<file path="src/rtl/muldiv_unit.sv">
// Iterative MULT/MULTU/DIV/DIVU unit driving the HI/LO register-file write port.
// Build option: define MULDIV_FAST_MUL_EN to run multiplies through a one-cycle array multiply.
`timescale 1ns/1ps

// state | meaning
// IDLE  | waiting for start; accepts when cancel is low
// ITER  | one multiplier/quotient bit per cycle, cnt 0..31
// FIX   | sign correction, result registered into wd_*
// WB    | HI/LO write cycle (done/we_* unless cancelled)
module muldiv_unit #(
  parameter int DIV_ITER = 32
) (
  input  logic        clk,
  input  logic        rst,
  input  logic        start,
  input  logic [1:0]  op,
  input  logic [31:0] src_a,
  input  logic [31:0] src_b,
  input  logic        cancel,
  output logic        busy,
  output logic        done,
  output logic        we_hi,
  output logic        we_lo,
  output logic [31:0] wd_hi,
  output logic [31:0] wd_lo
);

`ifdef MULDIV_FAST_MUL_EN
  localparam logic FAST_MUL = 1'b1;
`else
  localparam logic FAST_MUL = 1'b0;
`endif

  localparam logic [4:0] LAST_ITER = 5'(DIV_ITER - 1);

  typedef enum logic [1:0] {S_IDLE, S_ITER, S_FIX, S_WB} state_t;

  state_t      state, state_nxt;
  logic [4:0]  cnt;
  logic [63:0] acc;
  logic [31:0] opd;
  logic        is_div, neg_a, neg_b, div_zero;

  logic        accept, fast_path, sgn_a, sgn_b;
  logic [31:0] abs_a, abs_b;
  logic [32:0] mul_sum, rem_sh, rem_diff;
  logic [63:0] mul_step, div_step, prod, prod_fix;
  logic [31:0] quo_fix, rem_fix, res_hi, res_lo;

  assign accept    = (state == S_IDLE) && start && !cancel;
  assign fast_path = FAST_MUL && !op[1];
  assign sgn_a     = !op[0] && src_a[31];
  assign sgn_b     = !op[0] && src_b[31];
  assign abs_a     = sgn_a ? -src_a : src_a;
  assign abs_b     = sgn_b ? -src_b : src_b;

  always_ff @(posedge clk or negedge rst) begin
    if (!rst) state <= S_IDLE;
    else      state <= state_nxt;
  end

  always_comb begin
    state_nxt = state;
    busy      = (state != S_IDLE);
    done      = 1'b0;
    case (state)
      S_IDLE: if (accept) state_nxt = fast_path ? S_FIX : S_ITER;
      S_ITER: begin
        if (cancel)                 state_nxt = S_IDLE;
        else if (cnt == LAST_ITER)  state_nxt = S_FIX;
      end
      S_FIX:  state_nxt = cancel ? S_IDLE : S_WB;
      S_WB: begin
        done      = !cancel;
        state_nxt = S_IDLE;
      end
      default: state_nxt = S_IDLE;
    endcase
    we_hi = done;
    we_lo = done;
  end

  // Multiply: acc = {partial, multiplier}, add-then-shift-right.
  // Divide:   acc = {remainder, dividend/quotient}, shift-left-then-trial-subtract.
  always_comb begin
    mul_sum  = {1'b0, acc[63:32]} + (acc[0] ? {1'b0, opd} : 33'd0);
    mul_step = {mul_sum, acc[31:1]};
    rem_sh   = acc[63:31];
    rem_diff = rem_sh - {1'b0, opd};
    div_step = rem_diff[32] ? {rem_sh[31:0], acc[30:0], 1'b0}
                            : {rem_diff[31:0], acc[30:0], 1'b1};
  end

  always_ff @(posedge clk or negedge rst) begin
    if (!rst) begin
      acc      <= '0;
      opd      <= '0;
      cnt      <= '0;
      is_div   <= 1'b0;
      neg_a    <= 1'b0;
      neg_b    <= 1'b0;
      div_zero <= 1'b0;
    end else if (accept) begin
      is_div   <= op[1];
      neg_a    <= sgn_a;
      neg_b    <= sgn_b;
      div_zero <= op[1] && (src_b == 32'd0);
      cnt      <= '0;
      opd      <= op[1] ? abs_b : abs_a;
      acc      <= {32'd0, op[1] ? abs_a : abs_b};
    end else if (state == S_ITER) begin
      cnt <= cnt + 5'd1;
      acc <= is_div ? div_step : mul_step;
    end
  end

  // With a zero divisor the remainder ends up as |dividend|, so the normal
  // remainder sign rule hands back the raw dividend; only the quotient is pinned.
  always_comb begin
`ifdef MULDIV_FAST_MUL_EN
    prod = {32'd0, opd} * {32'd0, acc[31:0]};
`else
    prod = acc;
`endif
    prod_fix = (neg_a ^ neg_b) ? -prod : prod;
    quo_fix  = div_zero ? 32'hFFFF_FFFF
                        : ((neg_a ^ neg_b) ? -acc[31:0] : acc[31:0]);
    rem_fix  = neg_a ? -acc[63:32] : acc[63:32];
    res_hi   = is_div ? rem_fix : prod_fix[63:32];
    res_lo   = is_div ? quo_fix : prod_fix[31:0];
  end

  always_ff @(posedge clk or negedge rst) begin
    if (!rst) begin
      wd_hi <= '0;
      wd_lo <= '0;
    end else if (state == S_FIX && !cancel) begin
      wd_hi <= res_hi;
      wd_lo <= res_lo;
    end
  end

endmodule

</file>
<file path="config.mk">
export PLATFORM = sky130hd
export DESIGN_NAME = muldiv_unit
export DESIGN_NICKNAME = d
export VERILOG_FILES = /design/src/rtl/muldiv_unit.sv
export SDC_FILE = /design/constraint.sdc
export NUM_CORES = 1
export LEC_CHECK = 0
export ABC_AREA = 0
export CORE_MARGIN = 3
export CORE_UTILIZATION = 60
export CTS_BUF_LIST = sky130_fd_sc_hd__clkbuf_8
export DETAILED_ROUTE_END_ITERATION = 10
export HOLD_SLACK_MARGIN = 0.12
export PLACE_DENSITY_LB_ADDON = 0.25
export RECOVER_POWER = 50
export SYNTH_ARGS = -nofsm -noshare
export SYNTH_HDL_FRONTEND = slang
export SYNTH_SLANG_ARGS = --single-unit
</file>
<file path="constraint.sdc">
create_clock -name clk -period 7.4 [get_ports clk]
set_input_delay 1.48 -clock clk [delete_from_list [all_inputs] [get_ports clk]]
set_output_delay 1.48 -clock clk [all_outputs]
set_load 0.02 [all_outputs]
</file>
==> impl_metrics.toml, run 1 <==
[logic_synthesis]
ys_ff_latch = 171
synth_edf_count = 0
synth_cell_types = 74
synth_cells = 1864
synth_warnings = 0
async_flop_share = 1.00
synth_area_leader_cell = "dfrtp_1"
synth_fp_nets = 2006
seq_area_frac_synth = 0.296
synth_area_per_cell_um2 = 7.76
syn_area_mm2 = 0.0145
synth_top_cell_area_share = 0.296
synth_ff_type = "dfrtp_1"
yosys-top-cells-area = "dfrtp_1, a21oi_1, ha_1"

[place]
dp_slack_ns = 2.54
routabilityCongestion = 1.01
dp.cells = 2224
placed_area_mm2 = 0.0159
portBuffers = 137
post-dp-hpwl_um = 33600

[flow_run]
cap_viol_max_count = 2

[power]
p_clk_frac = 0.128
p_per_area_mw_per_mm2 = 345
ir_worst_vdd_uv = 217
power.switching_mw = 2.87
p_int_mw = 2.78
p_comb_frac = 0.592
p_leak_nw = 7.03
p_sw_frac = 0.507
p_seq_frac = 0.281

[worst_hold_path]
worstHoldPathCells = 2
min_to = "wd_hi[26]"
hold_path_startpoint = "wd_hi[26]"
hp-class = "flop to flop"

[sta]
hold_viol = 0
setup_viol = 0
fin_ws_ns = 1.68
worstMarginPinSlew_ns = 3.46
hold_ws_ns = 0.489
fin_crit_ns = 5.72
final_max_slew_viol_count = 145
relSlewSlack = -1.31
skew_ns = 0.0265
min_period_over_period = 0.774
max_freq_mhz = 175
rsz0062_at_grt = "no"
final.setup.tns_ns = 0

[clock_network]
cts_buffers = 17
clkLatencyLatePin_ns = 0.49
cts_tree = "done"
path_clk_slew_ns = 0.12
cts_resized = 0
cts-htree-levels = 4
clkSinkCount = 171
ctsHoldBuffers = 0
cts_root_buffer = "clkbuf_8"
cts_setup_buffers = 0
clockBufferDepth = 2

[grt]
overflow = 0
grt_pass1_wl_um = 70800
grt_usage = 0.339
grt_max_degree = 99
grt_pass1_vias = 13169
antenna_found_initial = 2

[drt]
avgRoutedWirePerCell_um = 20.0
num_vias = 14435
first_pass_iters = 5
avgViaCountPerCell = 6.40
route.detailed.drc = 0
drt_iter0_markers = 1595
totalWireLength_um = 45200
drtAntennaViolNets = 0

[layout]
final_area_mm2 = 0.0164
seqCellArea_mm2 = 0.00428
instances_no_fill = 2256
diodes = 0
syn2layout_area_growth_pct = 13.2
layout-drive-gt1-share = 0.0372
nets = 2066
multi_input_area_mm2 = 0.00952
fillers = 2026

[critical_path]
critical_path_class = "input port to flop"
path_delay_family = "buffers and inverters"
worstPathRequired_ns = 7.75
crit_buf_inv = 2
crit_chain = "dlygate4sd3_1 -> nor3b_1 -> clkbuf_1 -> o211ai_1 -> o21ai_0"
r2r-start = "state[0]"
cp-start-kind = "input port"
reg2reg_depth = 5
worstPathArrival_ns = 6.08
crit_slowest_cell = "clkbuf_1"
cp_max_fo = 86
cp-end-kind = "flop"
ff2ff_setup_slack_ns = 2.51
r2r_end = "acc[9]"
cpPeakStageDelay_ns = 2.46

[die]
die_width_um = 161
core-area_mm2 = 0.0235
row_count = 56
dieArea_mm2 = 0.0260
ios = 138
start_util = 0.614
fp.dieH_um = 161

[outcome]
status = "complete, but fails checks"
violations = "capacitance limit, slew limit"
[power by group through the flow]
stage               Sequential, mW  Combinational [mW]  Clock (mW)
floorplan                     1.40                2.51           0
global placement              1.57                3.20           0
detailed placement            1.58                3.26           0
CTS                           1.56                3.29       0.729
global route                  1.61                3.66       0.766
finish                        1.59                3.34       0.722
[synthesized netlist by cell type (46+ instances only)]
| library cell | number |
|---|---|
| nor3_1 | 46 |
| clkbuf_1 | 95 |
| xor2_1 | 94 |
| ha_1 | 70 |
| o21ai_0 | 168 |
| dfrtp_1 | 171 |
| nand2_1 | 196 |
| inv_1 | 59 |
| nor2_1 | 213 |
| a21oi_1 | 177 |
| mux2i_1 | 64 |
| xnor2_1 | 84 |
[cells in the final DEF (no fill, tap or decap), types with 4 or more instances in the layout]
cell,count
dfrtp_1,170
o21a_1,10
xor2_1,94
a22oi_1,22
ha_1,70
and2_1,6
a21oi_1,176
clkdlybuf4s50_1,108
nand2b_1,19
o211ai_1,45
nand4_1,8
or3_1,22
xnor2_1,84
nor3_1,46
o21ai_1,26
a221oi_1,12
nor2_1,212
inv_12,4
a21o_1,17
mux2i_1,64
or4_1,13
and3_1,6
nor4_1,18
o41ai_1,6
a31oi_1,22
nor3b_1,6
o31a_1,5
nand2_1,196
dlygate4sd3_1,27
inv_1,59
a211oi_1,16
a211o_1,5
clkbuf_8,17
nand3_1,22
nor2b_1,16
o21bai_1,5
o21ai_0,168
clkinv_8,6
buf_4,16
o31ai_1,18
[stage by stage]
step,power (mW),util
final,5.65,0.695
after global routing,6.03,0.695
after CTS,5.57,0.696
after detailed placement,4.84,0.677
after global placement,4.77,0.677
after floorplan,3.91,-
[flip-flops by register name (all words and copies together), names as in the netlist]
signal / flops
acc: 64
div_zero: 1
wd_lo: 32
wd_hi: 32
state: 2
cnt: 5
is_div: 1
neg_b: 1
neg_a: 1
opd: 32
[cell type report]
type / instances / share of cell area
multi-input combinational: 1518 / 0.582
sequential: 171 / 0.261
timing repair buffer: 155 / 0.0913
tap: 319 / 0.0244
clock buffer: 17 / 0.0143
inverter: 61 / 0.0140
clock inverter: 15 / 0.0128
[metal layers]
layer	track usage	up-vias	routed length, um
met2	0.522	690	20100
met1	0.490	6859	19700
met5	0	-	0
li1	-	6782	-
met4	0.125	0	1610
met3	0.0449	104	3690
[cells by family after synthesis]
| logic type | Yosys count | synth area share |
|---|---|---|
| AOI/OAI and AO/OA | 581 | 0.241 |
| xor gates and xnor gates | 179 | 0.110 |
| adders and majority gates | 72 | 0.0633 |
| buffers and inverters | 175 | 0.0465 |
| DFF | 171 | 0.296 |
| muxes | 66 | 0.0459 |
| and+or+nand+nor | 620 | 0.198 |
[worst max-delay path by stage]
stage               cells past startpoint       to     start
global placement                       12  acc[28]  src_a[0]
floorplan                              11  acc[28]  src_a[1]
finish                                  5   acc[9]    cancel
global route                            5   acc[8]    cancel
CTS                                     3    we_hi    cancel
detailed placement                     12  acc[28]  src_a[0]
[worst reg2reg max path, delay by kind of cell (launching register included)]
| kind | cells | cell delay [ns] |
|---|---|---|
| DFF | 1 | 0.48 |
| buffers and inverters | 1 | 2.46 |
| AOI/OAI and AO/OA | 2 | 1.25 |
| and+or+nand+nor | 2 | 0.56 |
No activity file was read; power rests on OpenSTA's default activity.
==> inputs of run 2 (changes only) <==
--- a/config.mk
+++ b/config.mk
@@ -7,7 +7,7 @@
 export LEC_CHECK = 0
 export ABC_AREA = 0
 export CORE_MARGIN = 3
-export CORE_UTILIZATION = 60
+export CORE_UTILIZATION = 55
 export CTS_BUF_LIST = sky130_fd_sc_hd__clkbuf_8
 export DETAILED_ROUTE_END_ITERATION = 10
 export HOLD_SLACK_MARGIN = 0.12
==> constraint.sdc (replaced) <==
create_clock -name clk -period 4.9 [get_ports clk]
set_input_delay 0.98 -clock clk [delete_from_list [all_inputs] [get_ports clk]]
set_output_delay 0.98 -clock clk [all_outputs]
set_load 0.02 [all_outputs]
==> run 2 against run 1 <==
  * Largest cell class unchanged
  * Combinational power grew 54%
  * Sequential cell count did not move
  * The run still ends with capacitance limit, slew limit left
  * Count of clock-buffer cells in the layout is the same
  * Final cell count increased by 0.89%
  * Wire length up 1.6%
  * Register-to-register slack worse by 1.9 ns
  * Largest power group unchanged
  * Highest routed layer unchanged
==> impl_metrics.toml, run 2 (same netlist as run 1, synthesis figures left out) <==
[sta]
min_period_over_period = 0.866
max_freq_mhz = 236
hold_ws_ns = 0.484
fin_crit_ns = 4.24
skew_ns = 0.0272
final.setup.tns_ns = 0
setup_viol = 0
worstMarginPinSlew_ns = 2.73
rsz0062_at_grt = "no"
final_max_slew_viol_count = 183
relSlewSlack = -0.825
hold_viol = 0

[place]
routabilityCongestion = 0.989
portBuffers = 137
post-dp-hpwl_um = 34500

[clock_network]
cts_resized = 0
clockBufferDepth = 2
cts-htree-levels = 4
cts_tree = "done"
path_clk_slew_ns = 0.11
clkSinkCount = 171
cts_setup_buffers = 0
cts_buffers = 17
cts_root_buffer = "clkbuf_8"
clkLatencyLatePin_ns = 0.49
ctsHoldBuffers = 0

[die]
row_count = 58
die_width_um = 168
core-area_mm2 = 0.0255
dieArea_mm2 = 0.0283
fp.dieH_um = 168
start_util = 0.568
ios = 138

[drt]
totalWireLength_um = 45900
avgViaCountPerCell = 6.32
first_pass_iters = 5
route.detailed.drc = 0
drt_iter0_markers = 1537
avgRoutedWirePerCell_um = 20.2
drtAntennaViolNets = 0
num_vias = 14375

[critical_path]
r2r_end = "acc[54]"
worstPathArrival_ns = 4.61
cp_max_fo = 32
critical_path_class = "flop to flop"
worstPathRequired_ns = 5.27
ff2ff_setup_slack_ns = 0.66
r2r-start = "state[0]"
cp-end-kind = "flop"
cpPeakStageDelay_ns = 2.25
reg2reg_depth = 5
crit_chain = "nor2b_1 -> clkbuf_1 -> nor2_1 -> a222oi_1 -> o31ai_1"
cp-start-kind = "flop"
crit_slowest_cell = "nor2_1"

[worst_hold_path]
worstHoldPathCells = 2
hp-class = "flop to flop"
min_to = "wd_hi[4]"
hold_path_startpoint = "wd_hi[4]"

[grt]
grt_usage = 0.315
grt_pass1_vias = 13129
overflow = 0
grt_max_degree = 103
antenna_found_initial = 0
grt_pass1_wl_um = 71700

[power]
p_per_area_mw_per_mm2 = 522
p_leak_nw = 7.07
ir_worst_vdd_uv = 366

[layout]
final_common_cell = "nor2_1"
diodes = 0
mostFrequentLayoutCells = "nor2_1, nand2_1, a21oi_1"
largest_register = "acc"
final_core_util = 0.646
syn2layout_area_growth_pct = 13.9
largest_reg_flops = 64
nets = 2075
layout-drive-gt1-share = 0.0401

[outcome]
violations = "capacitance limit, slew limit"
status = "complete, but fails checks"

[flow_run]
cap_viol_max_count = 3
## run 2: cell types whose count changed in the layout (fill, tap and decap cells not counted), moves of 2 or more
cell / before / now
dlygate4sd3_1: 27 / 25
clkdlybuf4s50_1: 108 / 110
clkinv_8: 6 / 8
buf_4: 16 / 24
inv_6: 3 / 1
## run 2: metrics by stage
stage                     power, mW  std cells  instance area (um^2)  setup WS, ns
after floorplan                5.91       1864                 14500          1.56
after global placement         7.27       2244                 16000         0.862
after detailed placement       7.36       2244                 16000         0.786
after CTS                      8.48       2276                 16500          1.00
after global routing           9.19       2276                 16500         0.454
final                          8.59       2276                 16500         0.658
## run 2: critical path: cells and delay by family, from the launching register on
family          cells  cell delay (ns)
compound gates      2             0.62
buf+inv             1             0.58
simple gates        2             2.44
flops               1             0.48
## run 2: area by class of cell
type / count / area (um^2)
Multi-Input combinational cell: 1518 / 9520
Clock buffer: 17 / 234
Inverter: 61 / 229
Fill cell: 2251 / 9010
Clock inverter: 15 / 216
Timing Repair Buffer: 164 / 1570
Sequential cell: 171 / 4280
Tap cell: 330 / 413
## run 2: how the worst max path moves through the flow
stage | cells past startpoint | start | endpoint
global route | 5 | state[0] | acc[54]
detailed placement | 12 | src_b[0] | acc[26]
CTS | 12 | acc[32] | acc[33]
floorplan | 11 | src_a[1] | acc[28]
global placement | 12 | src_b[0] | acc[26]
finish | 5 | state[0] | acc[54]
## run 2: report_power, final
group	leakage (nW)	internal [mW]	switching (mW)	total, mW
clock	0.218	0.409	0.691	1.10
sequential	2.20	1.72	0.620	2.34
combinational	4.66	2.12	3.03	5.14
## run 2: layer usage
| metal | track usage | vias to the layer above | routed length [um] |
|---|---|---|---|
| met1 | 0.458 | 6769 | 20200 |
| met4 | 0.111 | 0 | 1690 |
| met3 | 0.0439 | 117 | 3730 |
| met2 | 0.480 | 685 | 20300 |
| met5 | 0 | - | 0 |
| li1 | - | 6804 | - |
